==> src/rtl/rvv_pkg.sv <==
// Shared RVV definitions: vtype field encodings, sequencer states, SEW helper.
package rvv_pkg;

    localparam logic [2:0] VSEW_8   = 3'b000;
    localparam logic [2:0] VSEW_16  = 3'b001;
    localparam logic [2:0] VSEW_32  = 3'b010;
    localparam logic [2:0] VSEW_64  = 3'b011;
    localparam logic [2:0] VSEW_128 = 3'b100;

    localparam logic [2:0] VLMUL_1    = 3'b000;
    localparam logic [2:0] VLMUL_2    = 3'b001;
    localparam logic [2:0] VLMUL_4    = 3'b010;
    localparam logic [2:0] VLMUL_8    = 3'b011;
    localparam logic [2:0] VLMUL_RSVD = 3'b100;
    localparam logic [2:0] VLMUL_F8   = 3'b101;
    localparam logic [2:0] VLMUL_F4   = 3'b110;
    localparam logic [2:0] VLMUL_F2   = 3'b111;

    typedef enum logic [2:0] {
        SEW8   = 3'b000,
        SEW16  = 3'b001,
        SEW32  = 3'b010,
        SEW64  = 3'b011,
        SEW128 = 3'b100
    } vsew_e;

    typedef enum logic [2:0] {
        LMUL1  = 3'b000,
        LMUL2  = 3'b001,
        LMUL4  = 3'b010,
        LMUL8  = 3'b011,
        LMULF8 = 3'b101,
        LMULF4 = 3'b110,
        LMULF2 = 3'b111
    } vlmul_e;

    typedef enum logic [1:0] {
        S_IDLE  = 2'd0,
        S_CALC  = 2'd1,
        S_ISSUE = 2'd2
    } seq_state_e;

    // Element width in bits for a vsew encoding; reserved encodings map to 0.
    function automatic int unsigned sew_bits(input logic [2:0] vsew);
        case (vsew)
            VSEW_8:   return 8;
            VSEW_16:  return 16;
            VSEW_32:  return 32;
            VSEW_64:  return 64;
            VSEW_128: return 128;
            default:  return 0;
        endcase
    endfunction

endpackage

==> src/rtl/rvv_vlmax_calc.sv <==
// Combinational VLMAX and legality from vsew/vlmul; shared with vsetvl decode.
module rvv_vlmax_calc
    import rvv_pkg::*;
#(
    parameter int VLEN = 128,
    parameter int ELEN = 64,
    parameter int VL_W = $clog2(VLEN + 1)
) (
    input  logic [2:0]      vsew_i,
    input  logic [2:0]      vlmul_i,
    output logic [VL_W-1:0] vlmax_o,
    output logic            vill_o
);

    logic        sew_ok;
    logic        lmul_ok;
    int unsigned base;
    int unsigned shifted;

    // Elements per register at this SEW, scaled up or down by LMUL; zero result means unusable.
    always_comb begin
        sew_ok  = (vsew_i <= VSEW_128) && (sew_bits(vsew_i) <= 32'(ELEN));
        lmul_ok = (vlmul_i != VLMUL_RSVD);
        base    = 32'(VLEN) >> (32'd3 + 32'(vsew_i));
        if (vlmul_i[2]) begin
            shifted = base >> (4'd8 - {1'b0, vlmul_i});
        end else begin
            shifted = base << vlmul_i[1:0];
        end
        if (!sew_ok || !lmul_ok || (shifted == 32'd0)) begin
            vill_o  = 1'b1;
            vlmax_o = '0;
        end else begin
            vill_o  = 1'b0;
            vlmax_o = VL_W'(shifted);
        end
    end

endmodule

==> src/rtl/rvv_strip_sequencer.sv <==
// Strip-mining sequencer: takes one vector configuration, then issues vl strips until AVL is used up.
module rvv_strip_sequencer
    import rvv_pkg::*;
#(
    parameter  int VLEN  = 128,
    parameter  int ELEN  = 64,
    parameter  int AVL_W = 16,
    localparam int VL_W  = $clog2(VLEN + 1)
) (
    input  logic              clk,
    input  logic              rst,
    input  logic              cfg_valid,
    output logic              cfg_ready,
    input  logic [2:0]        cfg_vsew,
    input  logic [2:0]        cfg_vlmul,
    input  logic [AVL_W-1:0]  cfg_avl,
    output logic              strip_valid,
    input  logic              strip_ready,
    output logic [VL_W-1:0]   strip_vl,
    output logic              strip_last,
    output logic [AVL_W-1:0]  avl_remaining,
    output logic [VL_W-1:0]   vlmax,
    output logic              vill,
    input  logic              abort,
    output logic              done
);

    localparam int CW = (AVL_W > VL_W) ? AVL_W : VL_W;

    seq_state_e        state_q, state_d;
    logic [2:0]        vsew_q, vsew_d;
    logic [2:0]        vlmul_q, vlmul_d;
    logic [AVL_W-1:0]  avl_q, avl_d;
    logic [VL_W-1:0]   strip_vl_q, strip_vl_d;
    logic              strip_last_q, strip_last_d;
    logic [AVL_W-1:0]  avl_rem_q, avl_rem_d;
    logic [VL_W-1:0]   vlmax_q, vlmax_d;
    logic              vill_q, vill_d;
    logic              done_q, done_d;

    logic [VL_W-1:0]   calc_vlmax;
    logic              calc_vill;
    logic [CW-1:0]     src_ext;
    logic [CW-1:0]     lim_ext;
    logic [CW-1:0]     take_ext;
    logic [CW-1:0]     left_ext;

    rvv_vlmax_calc #(
        .VLEN (VLEN),
        .ELEN (ELEN),
        .VL_W (VL_W)
    ) u_vlmax_calc (
        .vsew_i  (vsew_q),
        .vlmul_i (vlmul_q),
        .vlmax_o (calc_vlmax),
        .vill_o  (calc_vill)
    );

    // Size of the next strip: the first strip draws from the full AVL, later ones from what is left.
    always_comb begin
        if (state_q == S_CALC) begin
            src_ext = CW'(avl_q);
            lim_ext = CW'(calc_vlmax);
        end else begin
            src_ext = CW'(avl_rem_q);
            lim_ext = CW'(vlmax_q);
        end
        take_ext = (src_ext < lim_ext) ? src_ext : lim_ext;
        left_ext = src_ext - take_ext;
    end

    // Next-state logic; abort wins over a simultaneous strip_ready so that strip is not consumed.
    always_comb begin
        state_d      = state_q;
        vsew_d       = vsew_q;
        vlmul_d      = vlmul_q;
        avl_d        = avl_q;
        strip_vl_d   = strip_vl_q;
        strip_last_d = strip_last_q;
        avl_rem_d    = avl_rem_q;
        vlmax_d      = vlmax_q;
        vill_d       = vill_q;
        done_d       = 1'b0;
        case (state_q)
            S_IDLE: begin
                if (cfg_valid) begin
                    vsew_d  = cfg_vsew;
                    vlmul_d = cfg_vlmul;
                    avl_d   = cfg_avl;
                    vill_d  = 1'b0;
                    state_d = S_CALC;
                end
            end
            S_CALC: begin
                if (abort) begin
                    avl_rem_d = '0;
                    done_d    = 1'b1;
                    state_d   = S_IDLE;
                end else begin
                    vlmax_d = calc_vlmax;
                    vill_d  = calc_vill;
                    if (calc_vill || (avl_q == '0)) begin
                        done_d  = 1'b1;
                        state_d = S_IDLE;
                    end else begin
                        strip_vl_d   = VL_W'(take_ext);
                        avl_rem_d    = AVL_W'(left_ext);
                        strip_last_d = (left_ext == '0);
                        state_d      = S_ISSUE;
                    end
                end
            end
            S_ISSUE: begin
                if (abort) begin
                    strip_vl_d   = '0;
                    strip_last_d = 1'b0;
                    avl_rem_d    = '0;
                    done_d       = 1'b1;
                    state_d      = S_IDLE;
                end else if (strip_ready) begin
                    if (strip_last_q) begin
                        strip_vl_d   = '0;
                        strip_last_d = 1'b0;
                        done_d       = 1'b1;
                        state_d      = S_IDLE;
                    end else begin
                        strip_vl_d   = VL_W'(take_ext);
                        avl_rem_d    = AVL_W'(left_ext);
                        strip_last_d = (left_ext == '0);
                    end
                end
            end
            default: begin
                state_d = S_IDLE;
            end
        endcase
    end

    // State and datapath registers; reset clears everything at once.
    always_ff @(posedge clk or posedge rst) begin
        if (rst) begin
            state_q      <= S_IDLE;
            vsew_q       <= '0;
            vlmul_q      <= '0;
            avl_q        <= '0;
            strip_vl_q   <= '0;
            strip_last_q <= 1'b0;
            avl_rem_q    <= '0;
            vlmax_q      <= '0;
            vill_q       <= 1'b0;
            done_q       <= 1'b0;
        end else begin
            state_q      <= state_d;
            vsew_q       <= vsew_d;
            vlmul_q      <= vlmul_d;
            avl_q        <= avl_d;
            strip_vl_q   <= strip_vl_d;
            strip_last_q <= strip_last_d;
            avl_rem_q    <= avl_rem_d;
            vlmax_q      <= vlmax_d;
            vill_q       <= vill_d;
            done_q       <= done_d;
        end
    end

    assign cfg_ready     = (state_q == S_IDLE);
    assign strip_valid   = (state_q == S_ISSUE);
    assign strip_vl      = strip_vl_q;
    assign strip_last    = strip_last_q;
    assign avl_remaining = avl_rem_q;
    assign vlmax         = vlmax_q;
    assign vill          = vill_q;
    assign done          = done_q;

endmodule

==> config.mk <==
export PLATFORM = sky130hd
export DESIGN_NAME = rvv_strip_sequencer
export DESIGN_NICKNAME = d
export VERILOG_FILES = /design/src/rtl/rvv_pkg.sv /design/src/rtl/rvv_vlmax_calc.sv /design/src/rtl/rvv_strip_sequencer.sv
export SDC_FILE = /design/constraint.sdc
export NUM_CORES = 1
export LEC_CHECK = 0
export BUFFER_PORTS_ARGS = -buffer_cell sky130_fd_sc_hd__buf_2
export CORE_AREA = 3 3 106 118
export CTS_BUF_LIST = sky130_fd_sc_hd__clkbuf_4 sky130_fd_sc_hd__clkbuf_8 sky130_fd_sc_hd__clkbuf_16
export CTS_CLUSTER_DIAMETER = 40
export DETAILED_ROUTE_END_ITERATION = 16
export DIE_AREA = 0 0 109 121
export GPL_ROUTABILITY_DRIVEN = 1
export PLACE_DENSITY_LB_ADDON = 0.1
export SETUP_SLACK_MARGIN = 0.4
export SYNTH_ARGS = -nofsm -noshare
export SYNTH_HDL_FRONTEND = slang
export SYNTH_HIERARCHICAL = 1
export SYNTH_SLANG_ARGS = --single-unit
==> constraint.sdc <==
create_clock -name clk -period 19.72 [get_ports clk]
set_input_delay 0 -clock clk [delete_from_list [all_inputs] [get_ports clk]]
set_output_delay 0 -clock clk [all_outputs]
set_load 0.005 [all_outputs]
* Word level (Yosys, flattened, before mapping)
Cells that the tools add are included.
** Storage, ports and cells
- Word-level logic and storage cells :: 94
- Flip-flop bits (word level) :: 59
- Output and inout port bits :: 37
** Operators by class
- Equal/unequal tests :: 14
- Magnitude comparators :: 3
- Shift operators :: 3
- Bitwise gates (word level) :: 1
- Add/sub/neg operators :: 3
- Muxes and demuxes :: 41
- Reduce and logical (&&, ||, !) cells :: 19
** Operators by type and width (count)
- two-way mux 16 bit :: 7
- two-way mux 8 bit :: 7
- one-hot mux 8 bit (5 select lines) :: 1
- logical NOT 16 bit :: 2
- logical NOT 32 bit :: 1
- two-way mux 32 bit :: 1
- one-hot mux 16 bit (2 select lines) :: 1
- << shifter 32 x 2 -> 32 bit :: 1
- >> shifter 32 x 4 -> 32 bit :: 1
- >> shifter 8 x 32 -> 32 bit (first input constant) :: 1
- < comparator 16 bit :: 1
- one-hot mux 8 bit (2 select lines) :: 1
- subtractor 16 bit :: 1
- two-way mux 1 bit :: 13
- two-way mux 2 bit :: 6
- != test 3 bit (second input constant) :: 3
- less-or-equal comparator 8 x 7 -> 1 bit (second input constant) :: 1
- AND reduction 4 bit :: 2
- equality test 3 x 2 -> 1 bit (second input constant) :: 2
- != test 2 bit (second input constant) :: 3
- != test 3 x 1 -> 1 bit (second input constant) :: 2
- one-hot mux 1 bit (2 select lines) :: 3
- one-hot mux 2 bit (3 select lines) :: 1
- AND reduction 3 bit :: 2
- other kinds (15) :: 20

* Logic depth before layout (Yosys ltp)
- Depth after elaboration :: 17
- Depth in mapped cells :: 31

* By module
Netlist, hierarchy kept.
** By module, submodules not included
- rvv_strip_sequencer :: cells an instance 409, times used 1, area an instance 4016.4 um^2
- rvv_vlmax_calc :: cells an instance 73, times used 1, area an instance 479.2 um^2

* Worst setup path after synthesis
OpenSTA, ideal clock, no wires.
- Path type :: reg-to-reg
- Start :: register vlmul_q[0]
- End :: register strip_last_q (netlist: strip_last)
- Buffers on the path :: 3
- Setup time :: 0.092 ns
- Arrival :: 6.228 ns
- Slack :: 13.400 ns
- Cell stages (with the launch flop) :: 31
- Clock period less this slack :: 6.320 ns
- Cells stage by stage :: dfrtp_1 buf_2 inv_1 ha_1 ha_1 and2b_1 and3_4 and3_1 or4_1 and2_1 mux2_2 inv_1 ha_1 nand2_1 a2bb2oi_2 o211ai_4 buf_4 clkbuf_1 o21ai_0 ha_1 inv_1 ha_1 a211oi_1 nor2_1 o31ai_1 a211oi_2 a311oi_2 xnor2_1 nor2_1 or4b_1 o31ai_2
** On the way
- Word-level cells in the longest chain between the ends :: 15
- Elaborated cells on any way between the ends :: 25
** Ends and longest elaborated chain
- start, declared :: line rvv_strip_sequencer.sv:32 : logic [2:0] vlmul_q, vlmul_d;
- start signal, assigned :: line rvv_strip_sequencer.sv:155 : vlmul_q <= vlmul_d;
- subtractor 4 x 3 -> 4 bit :: line rvv_vlmax_calc.sv:26 : shifted = base >> (4'd8 - {1'b0, vlmul_i});
- >> shifter 32 x 4 -> 32 bit :: line rvv_vlmax_calc.sv:26
- two-way mux 32 bit :: line rvv_vlmax_calc.sv:25 : if (vlmul_i[2]) begin
- logical NOT 32 bit :: line rvv_vlmax_calc.sv:30 : if (!sew_ok || !lmul_ok || (shifted == 32'd0)) begin
- logical OR 1 bit :: line rvv_vlmax_calc.sv:30
- two-way mux 8 bit (*) :: line rvv_vlmax_calc.sv:30
- via calc_vlmax[3] :: line rvv_strip_sequencer.sv:41 : logic [VL_W-1:0] calc_vlmax;
- two-way mux 8 bit (*) :: line rvv_strip_sequencer.sv:61 : if (state_q == S_CALC) begin
- < comparator 16 bit :: line rvv_strip_sequencer.sv:68 : take_ext = (src_ext < lim_ext) ? src_ext : lim_ext;
- two-way mux 16 bit (*) :: line rvv_strip_sequencer.sv:68
- subtractor 16 bit (*) :: line rvv_strip_sequencer.sv:69 : left_ext = src_ext - take_ext;
- logical NOT 16 bit (*) :: line rvv_strip_sequencer.sv:108, rvv_strip_sequencer.sv:129
- two-way mux 1 bit :: line rvv_strip_sequencer.sv:121 : if (strip_last_q) begin
- two-way mux 1 bit :: line rvv_strip_sequencer.sv:120 : end else if (strip_ready) begin
- two-way mux 1 bit :: line rvv_strip_sequencer.sv:114 : if (abort) begin
- one-hot mux 1 bit (2 select lines) (*) :: line rvv_strip_sequencer.sv:84 : case (state_q)
- end signal, assigned :: line rvv_strip_sequencer.sv:158 : strip_last_q <= strip_last_d;
- end, declared :: line rvv_strip_sequencer.sv:35 : logic strip_last_q, strip_last_d;
Mark *: on every way through the listed nets, which the timed path passes. The rest lies on a longest branch. The select of a mux whose other input is x is not followed.
A chain may end at the register's enable or synchronous reset.

* Worst setup path in the final report
Same ends and word-level chain as after synthesis.

==> metrics.cfg <==
[critical_path]
path_max_fanout = 19
cp.depth = 28
max_stage_delay_ns = 0.59
worstPathArrival_ns = 7.13
crit_top_cell = ha_1
cp-start-kind = flip-flop
crit_family = compound AO/OA/AOI/OAI gates
crit_buf_inv = 3
worstSetupPathType = flip-flop to flip-flop
rr_worst_depth = 28
critPathCaptureType = flip-flop
cp.required_ns = 19.96
critPathSlowestCell = dfrtp_1

[synthesis]
post-synth-top-area-cell = dfrtp_1
synth.yosys.seq_area_share_pct = 32.8
ys_types = 87
ys.flop_type = dfrtp_1
async_flop_share_pct = 100
yosys_warnings = 6
syn_inst = 482
synth.top_cell.area_share_pct = 32.8
synth_enable_flop_cells = 0
synth_top_cells_by_area = dfrtp_1, mux2_2, nand2_1, ha_1, mux2i_1
syn-num-nets = 522
avgSynthCellArea_um2 = 9.33
netlist_area_um2 = 4500
synth_seq_cells = 59

[run_status]
status = finished clean

[placed_design]
place.gp.congestion = 0.889
dpl_cell_area_um2 = 4910
dpl.hpwl_mm = 9.96
numPortBuffers = 63

[sta]
setup-tns-final_ns = 0
hold_viol = 0
slew_violations = 0
setup_viol = 0
max-slew-margin-rel_pct = 33.2
finClkSkew_ns = 0.00939
timing.fmax_mhz = 145
fin_crit_ns = 6.90
min_period_over_period_pct = 35.0
worst_slew_pin_slew_ns = 0.999
rsz0062_at_grt = no

[final_layout]
drive_above_1_share_pct = 25.9
diodes = 0
finalInstanceArea_um2 = 5480
final_cell_mix = buf_2, dfrtp_1, nand2_1
fin_nets = 602
area_growth_pct = 21.9
final_common_cell = buf_2

[drt]
vias = 4135
ant_nets = 0
first_pass_iters = 5
avgViaCountPerCell = 5.77
wl_mm = 13.3
drtIter0Drc = 223
wl_per_cell_um = 18.6
drc = 0

[clock_network]
worstSkewPairLatency_ns = 0.33
cts_buffers = 9
htree_levels = 3
clkTransAtPathRegs_ns = 0.06
cts.sink_count = 59
cts_tree = yes
cts_resized = 0
cts_buffer_depth = 2
clock-root-buffer = clkbuf_16
post_cts_buffers = 0

[die]
ios = 64
start_util_pct = 39.3
rows = 41
die_h_um = 121
die_area_um2 = 13200
die_w_um = 109
coreArea_um2 = 11400

[grt]
grt_pass1_vias = 4109
antenna_found_initial = 0
grt_max_degree = 60
track_usage_pct = 21.2
grt_overflow = 0
grt_pass1_wl_mm = 21.8

[min_path]
min_path_type = primary input to flip-flop
whs_path_depth = 4

[flow_run]
cap_viol_max_count = 0

[power]
powerDensity_nw_per_um2 = 207
p_leak_nw = 2.49
peakVddDrop_v = 0.0000867

Yosys cell counts, types with 5 or more instances:
library cell  number
inv_1             19
nand2_1           48
xnor2_1            8
o21ai_0           25
o211ai_1           5
ha_1              13
nor2b_1           10
nor2_1            34
nor3_1            11
clkbuf_1           7
a31oi_1            9
xor2_1            10
nand2b_1           8
dfrtp_1           59
a21o_1             6
nand3_1            5
a21oi_1           22
mux2i_1           15
nor3b_1            7
mux2_2            36
buf_2              5
nor4_1             8
a22o_1            12
routing by layer:
| layer | track usage [%] | up-vias | wire length [um] |
|---|---|---|---|
| met1 | 29.7 | 2054 | 6270 |
| met5 | 0 | - | 0 |
| met4 | 5.68 | 0 | 129 |
| met2 | 34.6 | 104 | 6410 |
| li1 | - | 1967 | - |
| met3 | 2.18 | 10 | 500 |
stage by stage:
stage / instances / utilization (%) / setup WS, ns / hold WS (ns) / total power [mW]
CTS: 717 / 47.9 / 12.90 / 0.0199 / 1.13
finish: 717 / 47.9 / 12.82 / 0.0251 / 1.13
global route: 717 / 47.9 / 12.31 / 0.0957 / 1.23
global placement: 677 / 42.9 / 13.08 / 0.232 / 0.947
floorplan: 482 / - / 13.40 / 0.150 / 0.768
detailed placement: 677 / 42.9 / 12.91 / 0.235 / 0.948
path summary, 6_finish.rpt:
kind / from / endpoint / slack (ns)
max: vlmul_q[0] / strip_last / 12.82
min: strip_ready / state_q[0] / 0.03
max reg2reg: vlmul_q[0] / strip_last / 12.82
min reg2reg: strip_vl[3] / strip_vl[3] / 0.48
max in group asynchronous: rst / strip_vl[6] / 18.77
min in group asynchronous: rst / vsew_q[0] / 0.45
cells by family (layout without fill, tap and decap cells):
logic type                 Yosys count  count (layout)  synth area share [%]
muxes                               57              57                  14.8
adders and majority gates           14              14                  3.87
AOI/OAI and AO/OA                  131             131                  21.9
DFF                                 59              59                  32.8
xor gates and xnor gates            18              18                  3.51
buffers and inverters               41             126                  4.26
and+or+nand+nor                    162             162                  18.8
flip-flops by register name (all words and copies together) (netlist names):
signal,flops
state_q,2
avl_q,16
strip_vl,8
vill,1
done,1
vsew_q,3
vlmul_q,3
vlmax,8
strip_last,1
avl_remaining,16
repair_timing:
action / 4_1_cts / 5_1_grt
hold endpoints to repair: 82 / 0
hold buffers: 24 / 0
endpoints found under the setup margin: 0 / 0
where the power goes:
group,leakage (nW),switching (mW),internal [mW]
logic,1.58,0.414,0.300
clock network,0.155,0.0593,0.114
registers,0.756,0.0745,0.170
total,2.49,0.548,0.584
worst reg2reg max path: cells and delay by family, from the launching register on:
family	cells	cell delay, ns
adder cells (fa/ha/maj)	5	1.09
AO/OA/AOI/OAI	10	2.56
multiplexers	1	0.31
AND/OR/NAND/NOR	8	1.87
XOR/XNOR	1	0.12
buffers and inverters	3	0.30
flip-flops	1	0.59
cell type report:
class | instances | area (um^2)
inverter | 19 | 71.3
tap | 150 | 188
clock inverter | 6 | 88.8
clock buffer | 10 | 239
fill | 1064 | 5960
sequential | 59 | 1480
multi-input combinational | 382 | 2830
timing repair buffer | 91 | 586
(Power assumes the default switching activity.)
